===== src/rtl/brushless_comm.sv =====
// Brushless commutation controller: synchronizes the hall sensors and the
// brake request, samples rotor position once per PWM period, and drives the
// per-phase selects and duty into the driver stage one clock after each sample.
module brushless_comm #(
    parameter int unsigned STALL_CNT = 1024
) (
    input  logic        clk,
    input  logic        rst,
    input  logic        hallGrn,
    input  logic        hallYlw,
    input  logic        hallBlu,
    input  logic        brake_n,
    input  logic [11:0] drv_mag,
    input  logic        PWM_synch,
    output logic [10:0] duty,
    output logic [1:0]  selGrn,
    output logic [1:0]  selYlw,
    output logic [1:0]  selBlu,
    output logic        hall_err,
    output logic        stall
);

    localparam logic [15:0] STALL_LIM  = 16'(STALL_CNT);
    localparam logic [10:0] DUTY_BRAKE = 11'h600;
    localparam logic [10:0] DUTY_BASE  = 11'h400;

    logic [2:0]  hall_meta;
    logic [2:0]  hall_sync;
    logic        brake_meta;
    logic        brake_sync;

    logic [2:0]  rot_state;
    logic [2:0]  prev_state;
    logic [15:0] stall_cnt;
    logic [11:0] mag_q;
    logic        upd_pend;

    logic        rot_invalid;
    logic        rot_adjacent;
    logic        err_c;
    logic        stall_hit;
    logic [5:0]  table_sel;

    // Successor of a hall code in the forward rotation sequence; 000 for invalid codes.
    function automatic logic [2:0] fwd_next(input logic [2:0] s);
        case (s)
            3'b101:  fwd_next = 3'b100;
            3'b100:  fwd_next = 3'b110;
            3'b110:  fwd_next = 3'b010;
            3'b010:  fwd_next = 3'b011;
            3'b011:  fwd_next = 3'b001;
            3'b001:  fwd_next = 3'b101;
            default: fwd_next = 3'b000;
        endcase
    endfunction

    // Commutation table, {selGrn, selYlw, selBlu}.
    function automatic logic [5:0] comm_sel(input logic [2:0] s);
        case (s)
            3'b101:  comm_sel = 6'b10_01_00;
            3'b100:  comm_sel = 6'b10_00_01;
            3'b110:  comm_sel = 6'b00_10_01;
            3'b010:  comm_sel = 6'b01_10_00;
            3'b011:  comm_sel = 6'b01_00_10;
            3'b001:  comm_sel = 6'b00_01_10;
            default: comm_sel = 6'b00_00_00;
        endcase
    endfunction

    // Two-flop synchronizers; brake resets to the not-braking level.
    always_ff @(posedge clk or posedge rst) begin
        if (rst) begin
            hall_meta  <= 3'b000;
            hall_sync  <= 3'b000;
            brake_meta <= 1'b1;
            brake_sync <= 1'b1;
        end else begin
            hall_meta  <= {hallGrn, hallYlw, hallBlu};
            hall_sync  <= hall_meta;
            brake_meta <= brake_n;
            brake_sync <= brake_meta;
        end
    end

    // Per-period sample of rotor position, stall counting, and the pending-update flag.
    always_ff @(posedge clk or posedge rst) begin
        if (rst) begin
            rot_state  <= 3'b000;
            prev_state <= 3'b000;
            stall_cnt  <= 16'd0;
            mag_q      <= 12'd0;
            upd_pend   <= 1'b0;
        end else begin
            upd_pend <= PWM_synch;
            if (PWM_synch) begin
                rot_state  <= hall_sync;
                prev_state <= rot_state;
                mag_q      <= drv_mag;
                if ((hall_sync != rot_state) || (drv_mag == 12'd0)) begin
                    stall_cnt <= 16'd0;
                end else if (stall_cnt != STALL_LIM) begin
                    stall_cnt <= stall_cnt + 16'd1;
                end
            end
        end
    end

    // Invalid codes never match a valid successor, so adjacency needs no separate validity test.
    assign rot_invalid  = (rot_state == 3'b000) || (rot_state == 3'b111);
    assign rot_adjacent = (fwd_next(prev_state) == rot_state) || (fwd_next(rot_state) == prev_state);
    assign err_c        = rot_invalid || ((rot_state != prev_state) && !rot_adjacent);
    assign stall_hit    = (stall_cnt == STALL_LIM);
    assign table_sel    = comm_sel(rot_state);

    // Driver-facing outputs change only on the clock after a sample, in priority order.
    always_ff @(posedge clk or posedge rst) begin
        if (rst) begin
            selGrn   <= 2'b00;
            selYlw   <= 2'b00;
            selBlu   <= 2'b00;
            duty     <= 11'd0;
            hall_err <= 1'b0;
            stall    <= 1'b0;
        end else if (upd_pend) begin
            hall_err <= err_c;
            stall    <= stall_hit;
            if (!brake_sync) begin
                {selGrn, selYlw, selBlu} <= 6'b11_11_11;
                duty                     <= DUTY_BRAKE;
            end else if (stall_hit || rot_invalid) begin
                {selGrn, selYlw, selBlu} <= 6'b00_00_00;
                duty                     <= 11'd0;
            end else begin
                {selGrn, selYlw, selBlu} <= table_sel;
                duty                     <= DUTY_BASE + {1'b0, mag_q[11:2]};
            end
        end
    end

endmodule


===== config.mk =====
export PLATFORM = sky130hd
export DESIGN_NAME = brushless_comm
export DESIGN_NICKNAME = d
export VERILOG_FILES = /design/src/rtl/brushless_comm.sv
export SDC_FILE = /design/constraint.sdc
export NUM_CORES = 1
export LEC_CHECK = 0
export BUFFER_PORTS_ARGS = -buffer_cell sky130_fd_sc_hd__buf_4
export CORE_ASPECT_RATIO = 1.2
export CORE_MARGIN = 5
export CORE_UTILIZATION = 40
export DETAILED_ROUTE_END_ITERATION = 7
export GPL_TIMING_DRIVEN = 0
export SLEW_MARGIN = 15
export SYNTH_ARGS = -nofsm -noshare
export SYNTH_HDL_FRONTEND = slang
export SYNTH_SLANG_ARGS = --single-unit
export TNS_END_PERCENT = 30

===== constraint.sdc =====
create_clock -name clk -period 2.1 [get_ports clk]
set_input_delay 0.42 -clock clk [delete_from_list [all_inputs] [get_ports clk]]
set_output_delay 0.42 -clock clk [all_outputs]
set_load 0.02 [all_outputs]

==> flow_metrics.tcl, run 1 <==
set metrics [dict create \
    placement.cell_area_sq_um 2953 \
    wl_met2_um 2372 \
    ant_nets 0 \
    area_delta_synth_final_pct 21.99 \
    post_cts_buffers 0 \
    power.ir.vdd_worst_uv 528.0 \
    worstPathArrival_ns 2.29 \
    gr-total-overflow 0 \
    yosysSeqAreaShare_pct 58.61 \
    synth_compound_area_share_pct 9.264 \
    layout_setup_ws_ns 0.07854 \
    dr.pass1.iters 4 \
    kind_of_start_point_of_the_critical_path "flip-flop" \
    die_w_um 83.12 \
    grt_setup_unrepaired "false" \
    met3RoutedLength_um 230 \
    cts_htree_levels 3 \
    first_global_vias 1740 \
    multiInputGateArea_sq_um 984.7 \
    synth-edff-count 0 \
    hold_bufs_inserted_after_cts 0 \
    place_congestion 0.7768 \
    post-synth-top-area-fraction_pct 56.56 \
    die_y_um 97.74 \
    final_nets 286 \
    timing.critical_path.to_type "flip-flop" \
    storage_element_area_sq_um 1504 \
    post_synth_cell_types 37 \
    timing_worst_slew_pin_value_ns 0.7160 \
    ys_async_sr_fraction_pct 100.0 \
    synthesis.yosys.warnings 0 \
    comb_power_share_pct 13.6 \
    coreArea_sq_um 6326 \
    power_leakage_nw 1.346 \
    cp_slowest_cell "nor4_4" \
    timing.critical_path.required_ns 2.37 \
    pin_count 38 \
    drive_gt1_share_pct 28.52 \
    share_clk_of_total_power_pct 35.8 \
    netSwitchingFraction_pct 27.39 \
    cts_tree "built" \
    cap_violations 0 \
    post_synth_xor_area_fraction_pct 4.778 \
    synth.area.mux_share_pct 7.021 \
    ws_path_type "flip-flop to flip-flop" \
    clock-root-buffer "clkbuf_8" \
    wire_length_of_the_first_global_routing_pass_um 8390 \
    insertedDiodeCount 0 \
    hold_path.class "input port to flip-flop" \
    port_buffers 37 \
    total_switching_power_uw 700.0 \
    placed_cells_incl_taps 339 \
    tritoncts.num_buffers 9 \
    drt_iter0_drc 141 \
    routed_wl_um 5086 \
    finish.utilization_pct 49.49 \
    cts.path.max_buffers 2 \
    path_max_fanout 10 \
    timing.fmax_mhz 494.7 \
    grt_start_max_net_pins 61 \
    max_stage_delay_ns 0.59 \
    clkSlewWorstSetupHoldPaths_ns 0.07 \
    netlist.top_cell.by_area "dfrtp_1" \
    worst_setup_timing_slack_at_the_placement_stage_ns -0.03118 \
    drc 0 \
    outcome "finished, final reports clean" \
    layout.filler_cells 636 \
    synth_area_leaders "dfrtp_1, mux2_2, a22o_1, nor2_1, xnor2_1" \
    post_synth_and_or_nand_nor_area_fraction_pct 16.33 \
    final.setup_skew_ns 0.01006 \
    dieArea_sq_um 8124 \
    final_hold_viol_count 0 \
    synth-adder-area-share_pct 0.9751 \
    globalRouteTotalUtil_pct 13.19 \
    stdcell_count 355 \
    syn-instance-count 217 \
    crit_path_cell_trace "inv_1, ha_1, nor4b_1, and4_1, buf_6, nor4_4, a22o_1" \
    synth_ff_type "dfrtp_1" \
    p_int_mw 1.856 \
    power.density_cell_area_nw_per_um2 816.4 \
    wl_per_cell_um 14.33 \
    top_signal_layer_used "met4" \
    clk-insertion-delay-late_ns 0.34 \
    postSynthAreaPerCell_sq_um 11.83 \
    setup_viol 0 \
    slew-limit-headroom_pct 52.27 \
    clk_sink_count 60 \
    starting_density_of_the_core_pct 40.57 \
    ys_ff_latch 60 \
    post_synth_instance_area_sq_um 2566 \
    viasPerCell 5.000 \
    power.sequential.fraction_pct 50.7 \
    combinational_family_with_the_most_area_after_synthesis "simple AND/OR/NAND/NOR gates" \
    finalWorstPathRequiredPeriod_ns 2.021 \
    antenna_violations_before_repair 0 \
    finish.instance_area_sq_um 3131 \
    wl_met1_um 2351 \
    row_count 32 \
    detailroute.via_count 1775 \
    whs_ns 0.1873 \
    count_of_cells_resized_by_post_cts_repair 0 \
    period_share_pct 96.26 \
    place_hpwl_um 3486 \
    net_count_after_synthesis 238 \
    max_transition_viols_final 0 \
]
through the flow:
step                power [mW]  TNS (ns)
global placement         1.661    -35.85
global route             2.685         0
floorplan                1.522         0
detailed placement       1.668   -0.2448
finish                   2.556         0
CTS                      2.594         0
path summary, 6_finish.rpt:
path / from / end / slack (ns) / cells past startpoint
worst max-delay path: stall_cnt[0] / duty[5] / 0.08 / 7
worst min-delay path: brake_n / brake_meta / 0.19 / 1
worst max register to register: stall_cnt[0] / duty[5] / 0.08 / 7
worst min register to register: hall_meta[1] / hall_sync[1] / 0.35 / 0
max in group asynchronous: rst / selGrn[0] / 1.42 / 2
min in group asynchronous: rst / stall_cnt[12] / 0.21 / 2
registers in the layout (all words and copies together) (netlist names):
register    flops
brake_meta      1
brake_sync      1
duty           11
hall_err        1
hall_meta       3
hall_sync       3
mag_q          10
prev_state      3
rot_state       3
selBlu          2
selGrn          2
selYlw          2
stall           1
stall_cnt      16
upd_pend        1
cell usage after synthesis (all sizes together) (3+ instances only):
master and n:
inv 8, nor4 8, a22o 9, nor2 20, xor2 6, a21oi 6
xnor2 8, nor4b 3, o22a 4, buf 4, nand4 4, dfrtp 58
nor3b 4, nand3 7, o21ai 5, a31oi 5, nand2 11, nor3 5
mux2 16, or3 3, clkbuf 6
layout make-up:
cell class | count | area share, %
repair buffers | 37 | 8.873
multi-input cells | 139 | 31.45
clock buffers | 10 | 4.396
inverters | 8 | 1.039
flip-flops and latches | 60 | 48.04
well taps | 85 | 3.397
plain buffers | 10 | 1.519
clock inverters | 6 | 1.279
power by group through the flow:
stage	Sequential (mW)	Combinational (mW)	Clock (mW)
after floorplan	1.35	0.168	0
after global placement	1.32	0.346	0
after detailed placement	1.32	0.352	0
after CTS	1.30	0.353	0.946
after global routing	1.31	0.379	1.00
final	1.29	0.347	0.914
cell families (layout without fill, tap and decap cells):
| logic type | after synthesis | count (layout) |
|---|---|---|
| buf+inv | 18 | 71 |
| mux | 16 | 16 |
| flops | 60 | 60 |
| xor+xnor | 14 | 14 |
| compound gates | 34 | 34 |
| fa+ha+maj | 2 | 2 |
| simple gates | 73 | 73 |
layout by cell type (no fill, tap or decap), drive strengths merged, types with 7 or more instances in the layout:
master  synthesis  layout
a22o            9       9
xnor2           8       8
inv             8       8
nor4            8       8
clkbuf          6      16
buf             4      41
nor2           20      20
nand3           7       7
nand2          11      11
dfrtp          58      58
mux2           16      16
layer usage:
| layer | global-route usage, % | vias up |
|---|---|---|
| met2 | 20.00 | 42 |
| met5 | 0 | - |
| met1 | 16.77 | 849 |
| li1 | - | 875 |
| met3 | 3.629 | 9 |
| met4 | 7.925 | 0 |
worst max-delay path, delay by kind of cell, from the launching register on:
family,cells,cell delay (ns)
AOI/OAI and AO/OA,1,0.23
adders and majority gates,1,0.19
buffers and inverters,2,0.21
DFF,1,0.39
and+or+nand+nor,3,0.93
(Power assumes the default switching activity.)
==> run 2: changes to the inputs <==
--- a/config.mk
+++ b/config.mk
@@ -10,7 +10,7 @@
 export CORE_MARGIN = 5
 export CORE_UTILIZATION = 40
 export DETAILED_ROUTE_END_ITERATION = 7
-export GPL_TIMING_DRIVEN = 0
+export GPL_TIMING_DRIVEN = 1
 export SLEW_MARGIN = 15
 export SYNTH_ARGS = -nofsm -noshare
 export SYNTH_HDL_FRONTEND = slang
==> flow_metrics.tcl, run 2 (synthesis gave the netlist of run 1 again) <==
set metrics [dict create \
    outcome "finished, final reports clean" \
    layout.filler_cells 614 \
    worst-path-buf-inv 2 \
    launching_point_of_the_worst_reg2reg_path "stall_cnt[0]" \
    drt_iter0_drc 92 \
    reg_top3 "stall_cnt (16), duty (11), mag_q (10)" \
    place_hpwl_um 3402 \
    hold_path.class "input port to asynchronous set/reset pin" \
    cap_violations 0 \
    power.density_cell_area_nw_per_um2 886.9 \
    finalSetupTns_ns 0 \
    worst_r2r_path_depth 7 \
    timing_worst_slew_pin_value_ns 0.4144 \
    largest_register "stall_cnt" \
    ant_nets 0 \
    port_buffers 37 \
    top_usage_layer "met2" \
    max_stage_delay_ns 0.41 \
    insertedDiodeCount 0 \
    stdcell_count 352 \
    drive_gt1_share_pct 30.34 \
    die_y_um 97.74 \
    layout.cells.most_common "dfrtp_1" \
    r2r_end "duty[8]" \
    global_route.usage.met3_pct 3.544 \
    layout_setup_ws_ns 0.2264 \
    wl_per_cell_um 14.10 \
    clk_sink_count 60 \
    slew-limit-headroom_pct 72.16 \
    clkSlewWorstSetupHoldPaths_ns 0.07 \
    kind_of_start_point_of_the_critical_path "flip-flop" \
    viasPerCell 5.094 \
    antenna_violations_before_repair 0 \
    count_of_cells_resized_by_post_cts_repair 0 \
    timing.fmax_mhz 533.7 \
    globalRouteTotalUtil_pct 13.42 \
    placed_cells_incl_taps 336 \
    row_count 32 \
    finalWorstPathRequiredPeriod_ns 1.874 \
    total_power_mw 2.841 \
    storage_element_area_sq_um 1504 \
    tritoncts.num_buffers 9 \
    area_delta_synth_final_pct 24.82 \
    timing.critical_path.max_delay_family "simple AND/OR/NAND/NOR gates" \
    final_nets 283 \
    ws_path_type "flip-flop to flip-flop" \
    final.setup_skew_ns 0.007668 \
    cts_tree "built" \
    cp_slowest_cell "dfrtp_1" \
    starting_density_of_the_core_pct 40.57 \
    max_transition_viols_final 0 \
    hold_bufs_inserted_after_cts 0 \
    grt_start_max_net_pins 61 \
    timing.critical_path.to_type "flip-flop" \
    final_hold_viol_count 0 \
    dr.pass1.iters 4 \
    final_cell_mix "dfrtp_1, buf_4, nor2_1" \
    timing.critical_path.required_ns 2.33 \
    largest_reg_flops 16 \
    die_w_um 83.12 \
    setup_viol 0 \
    detailroute.via_count 1793 \
    grt_setup_unrepaired "false" \
    path_max_fanout 9 \
    crit_path_cell_trace "inv_1, ha_1, nor4b_1, and4_1, nor4_4, buf_4, a22o_1" \
    pin_count 38 \
    first_global_vias 1766 \
    place_congestion 0.8223 \
    worstPathArrival_ns 2.10 \
    power.ir.vdd_worst_uv 472.4 \
    period_share_pct 89.22 \
    grtUsageMet2_pct 20.25 \
    ff_to_ff_setup_slack_ns 0.23 \
    power_leakage_nw 1.392 \
    drc 0 \
    finish.instance_area_sq_um 3203 \
    post_cts_buffers 0 \
    wire_length_of_the_first_global_routing_pass_um 8666 \
    clk-insertion-delay-late_ns 0.34 \
    gr-total-overflow 0 \
    use_met1_pct 17.84 \
    cts.path.max_buffers 2 \
    worst_setup_timing_slack_at_the_placement_stage_ns 0.2396 \
    placement.cell_area_sq_um 2968 \
    dieArea_sq_um 8124 \
    coreArea_sq_um 6326 \
    routed_wl_um 4963 \
    clock-root-buffer "clkbuf_8" \
    multiInputGateArea_sq_um 984.7 \
    cts_htree_levels 3 \
]
## run 2: per-stage QoR
| step | utilization, % | hold WS [ns] |
|---|---|---|
| after detailed placement | 46.91 | 0.3347 |
| after global placement | 46.91 | 0.3318 |
| after global routing | 50.63 | 0.1636 |
| after floorplan | - | 0.3312 |
| final | 50.63 | 0.1484 |
| after CTS | 50.63 | 0.1487 |
## run 2: final cells by class
type                    count  area share [%]
flip-flops and latches     60           46.95
multi-input cells         139           30.74
repair buffers             44           10.70
clock buffers              11           4.727
well taps                  85           3.320
clock inverters             5           2.617
inverters                   8          0.9375
## run 2: report_power, final
group          leakage, nW  internal [mW]  switching, mW
Clock                0.112          0.734          0.463
Combinational        0.539          0.164          0.169
Sequential           0.741           1.24         0.0689
## run 2: worst register-to-register path, cell delays in order (launching register included)
cell	delay, ns
dfrtp_1	0.41
inv_1	0.08
ha_1	0.14
nor4b_1	0.30
and4_1	0.39
nor4_4	0.08
buf_4	0.18
a22o_1	0.19
## run 2: metal layers
layer / part of all wire [%] / up-vias
li1: - / 870
met1: 45 / 865
met2: 48 / 49
met3: 4.6 / 9
met4: 1.8 / 0
met5: 0 / -
## run 2: how the worst max path moves through the flow
stage	from	endpoint	slack, ns	cells after the start
after global placement	stall_cnt[0]	duty[1]	0.27	7
final	stall_cnt[0]	duty[8]	0.23	7
after floorplan	rst	duty[0]	0.20	1
after detailed placement	stall_cnt[0]	duty[2]	0.24	7
after global routing	stall_cnt[0]	duty[8]	0.09	7
after CTS	stall_cnt[0]	duty[8]	0.21	7
==> run 3: changes to the inputs <==
--- a/config.mk
+++ b/config.mk
@@ -6,8 +6,9 @@
 export NUM_CORES = 1
 export LEC_CHECK = 0
 export BUFFER_PORTS_ARGS = -buffer_cell sky130_fd_sc_hd__buf_4
+export CAP_MARGIN = 10
 export CORE_ASPECT_RATIO = 1.2
-export CORE_MARGIN = 5
+export CORE_MARGIN = 8
 export CORE_UTILIZATION = 40
 export DETAILED_ROUTE_END_ITERATION = 7
 export GPL_TIMING_DRIVEN = 1
@@ -15,4 +16,4 @@
 export SYNTH_ARGS = -nofsm -noshare
 export SYNTH_HDL_FRONTEND = slang
 export SYNTH_SLANG_ARGS = --single-unit
-export TNS_END_PERCENT = 30
+export TNS_END_PERCENT = 20
==> flow_metrics.tcl, run 3 (synthesis gave the netlist of run 1 again) <==
set metrics [dict create \
    outcome "finished, final reports clean" \
    p_int_mw 2.081 \
    grt_start_max_net_pins 51 \
    clock-root-buffer "clkbuf_8" \
    timing.fmax_mhz 536.8 \
    power.ir.vdd_worst_uv 440.3 \
    final_nets 284 \
    max_transition_viols_final 0 \
    clk-insertion-delay-late_ns 0.34 \
    final_cell_mix "dfrtp_1, buf_4, nor2_1" \
    path_max_fanout 9 \
    clk_sink_count 60 \
    storage_element_area_sq_um 1504 \
    wire_length_of_the_first_global_routing_pass_um 9273 \
    cts_htree_levels 3 \
    pin_count 38 \
    period_share_pct 88.70 \
    routed_wl_um 5226 \
    multiInputGateArea_sq_um 984.7 \
    ws_path_type "flip-flop to flip-flop" \
    cap_violations 0 \
    dr.pass1.iters 4 \
    largest_reg_flops 16 \
    post_cts_buffers 0 \
    finalWorstPathRequiredPeriod_ns 1.863 \
    crit_path_cell_trace "inv_1, ha_1, nor4b_1, and4_1, nor4_4, buf_4, a22o_1" \
    power_leakage_nw 1.400 \
    kind_of_start_point_of_the_critical_path "flip-flop" \
    placement.cell_area_sq_um 2975 \
    globalRouteTotalUtil_pct 12.76 \
    hold_bufs_inserted_after_cts 0 \
    comb_power_share_pct 12.0 \
    drt_iter0_drc 123 \
    viasPerCell 5.139 \
    hold_path.class "input port to asynchronous set/reset pin" \
    worstPathArrival_ns 2.09 \
    starting_density_of_the_core_pct 40.57 \
    layout.cells.most_common "dfrtp_1" \
    timing.critical_path.to_type "flip-flop" \
    drive_gt1_share_pct 30.60 \
    max_stage_delay_ns 0.41 \
    netSwitchingFraction_pct 25.69 \
    reg_top3 "stall_cnt (16), duty (11), mag_q (10)" \
    power.sequential.fraction_pct 46.7 \
    row_count 32 \
    finalSetupTns_ns 0 \
    grt_setup_unrepaired "false" \
    share_clk_of_total_power_pct 41.2 \
    insertedDiodeCount 0 \
    dieArea_sq_um 9245 \
    place_congestion 0.7963 \
    total_switching_power_uw 719.5 \
    worst_r2r_path_depth 7 \
    cp_slowest_cell "dfrtp_1" \
    detailroute.via_count 1814 \
    drc 0 \
    layout.filler_cells 628 \
    largest_register "stall_cnt" \
    first_global_vias 1968 \
    clkSlewWorstSetupHoldPaths_ns 0.08 \
    coreArea_sq_um 6326 \
    power.density_cell_area_nw_per_um2 875.3 \
    area_delta_synth_final_pct 24.67 \
    finish.instance_area_sq_um 3199 \
    timing_worst_slew_pin_value_ns 0.4219 \
    gr-total-overflow 0 \
    die_w_um 89.12 \
    count_of_cells_resized_by_post_cts_repair 0 \
    cts.path.max_buffers 2 \
    ant_nets 0 \
    tritoncts.num_buffers 9 \
    place_hpwl_um 3637 \
    setup_viol 0 \
    final.setup_skew_ns 0.01181 \
    port_buffers 37 \
    final_hold_viol_count 0 \
    slew-limit-headroom_pct 71.66 \
    timing.critical_path.required_ns 2.33 \
    antenna_violations_before_repair 0 \
    die_y_um 103.7 \
    cts_tree "built" \
    wl_per_cell_um 14.80 \
]
run 3: worst paths after layout:
check	start	endpoint	slack [ns]
max	stall_cnt[0]	duty[8]	0.24
min	rst	mag_q[7]	0.007
max reg2reg	stall_cnt[0]	duty[8]	0.24
min reg2reg	brake_meta	brake_sync	0.36
max in group asynchronous	rst	brake_sync	1.50
min in group clk	brake_n	brake_meta	0.19
run 3: layout make-up:
class | count | area share, %
inverters | 8 | 0.9386
repair buffers | 45 | 10.95
flip-flops and latches | 60 | 47.01
clock buffers | 9 | 3.872
clock inverters | 7 | 3.129
well taps | 85 | 3.324
multi-input cells | 139 | 30.78
run 3: power groups by stage:
stage	Sequential (mW)	Combinational, mW	Clock [mW]
after floorplan	1.35	0.168	0
after global placement	1.33	0.337	0
after detailed placement	1.33	0.344	0
after CTS	1.31	0.344	1.19
after global routing	1.32	0.371	1.24
final	1.31	0.337	1.16
run 3: worst max-delay path, delay by kind of cell, from the launching register on:
family	cells	cell delay, ns
AOI/OAI and AO/OA	1	0.18
DFF	1	0.41
buffers and inverters	2	0.27
and+or+nand+nor	3	0.74
adders and majority gates	1	0.14
run 3: through the flow:
stage          hold slack [ns]  total power [mW]  utilization (%)  instances  worst slack (ns)
6_report              0.006618             2.800            50.57        353            0.2372
5_1_grt               0.005928             2.937            50.57        353           0.08355
4_1_cts               0.002717             2.843            50.57        353            0.2368
3_5_place_dp            0.3355             1.674            47.03        337            0.2414
3_3_place_gp            0.3343             1.667            47.03        337            0.3059
2_1_floorplan           0.3312             1.522                -        217            0.1986
run 3: metal layers:
layer / up-vias / part of all wire [%] / wire, um / global-route usage (%)
met5: - / 0 / 0 / 0
li1: 877 / - / - / -
met3: 7 / 4.5 / 233 / 3.715
met4: 0 / 1.6 / 82 / 6.317
met1: 892 / 45 / 2340 / 15.84
met2: 38 / 49 / 2569 / 19.48
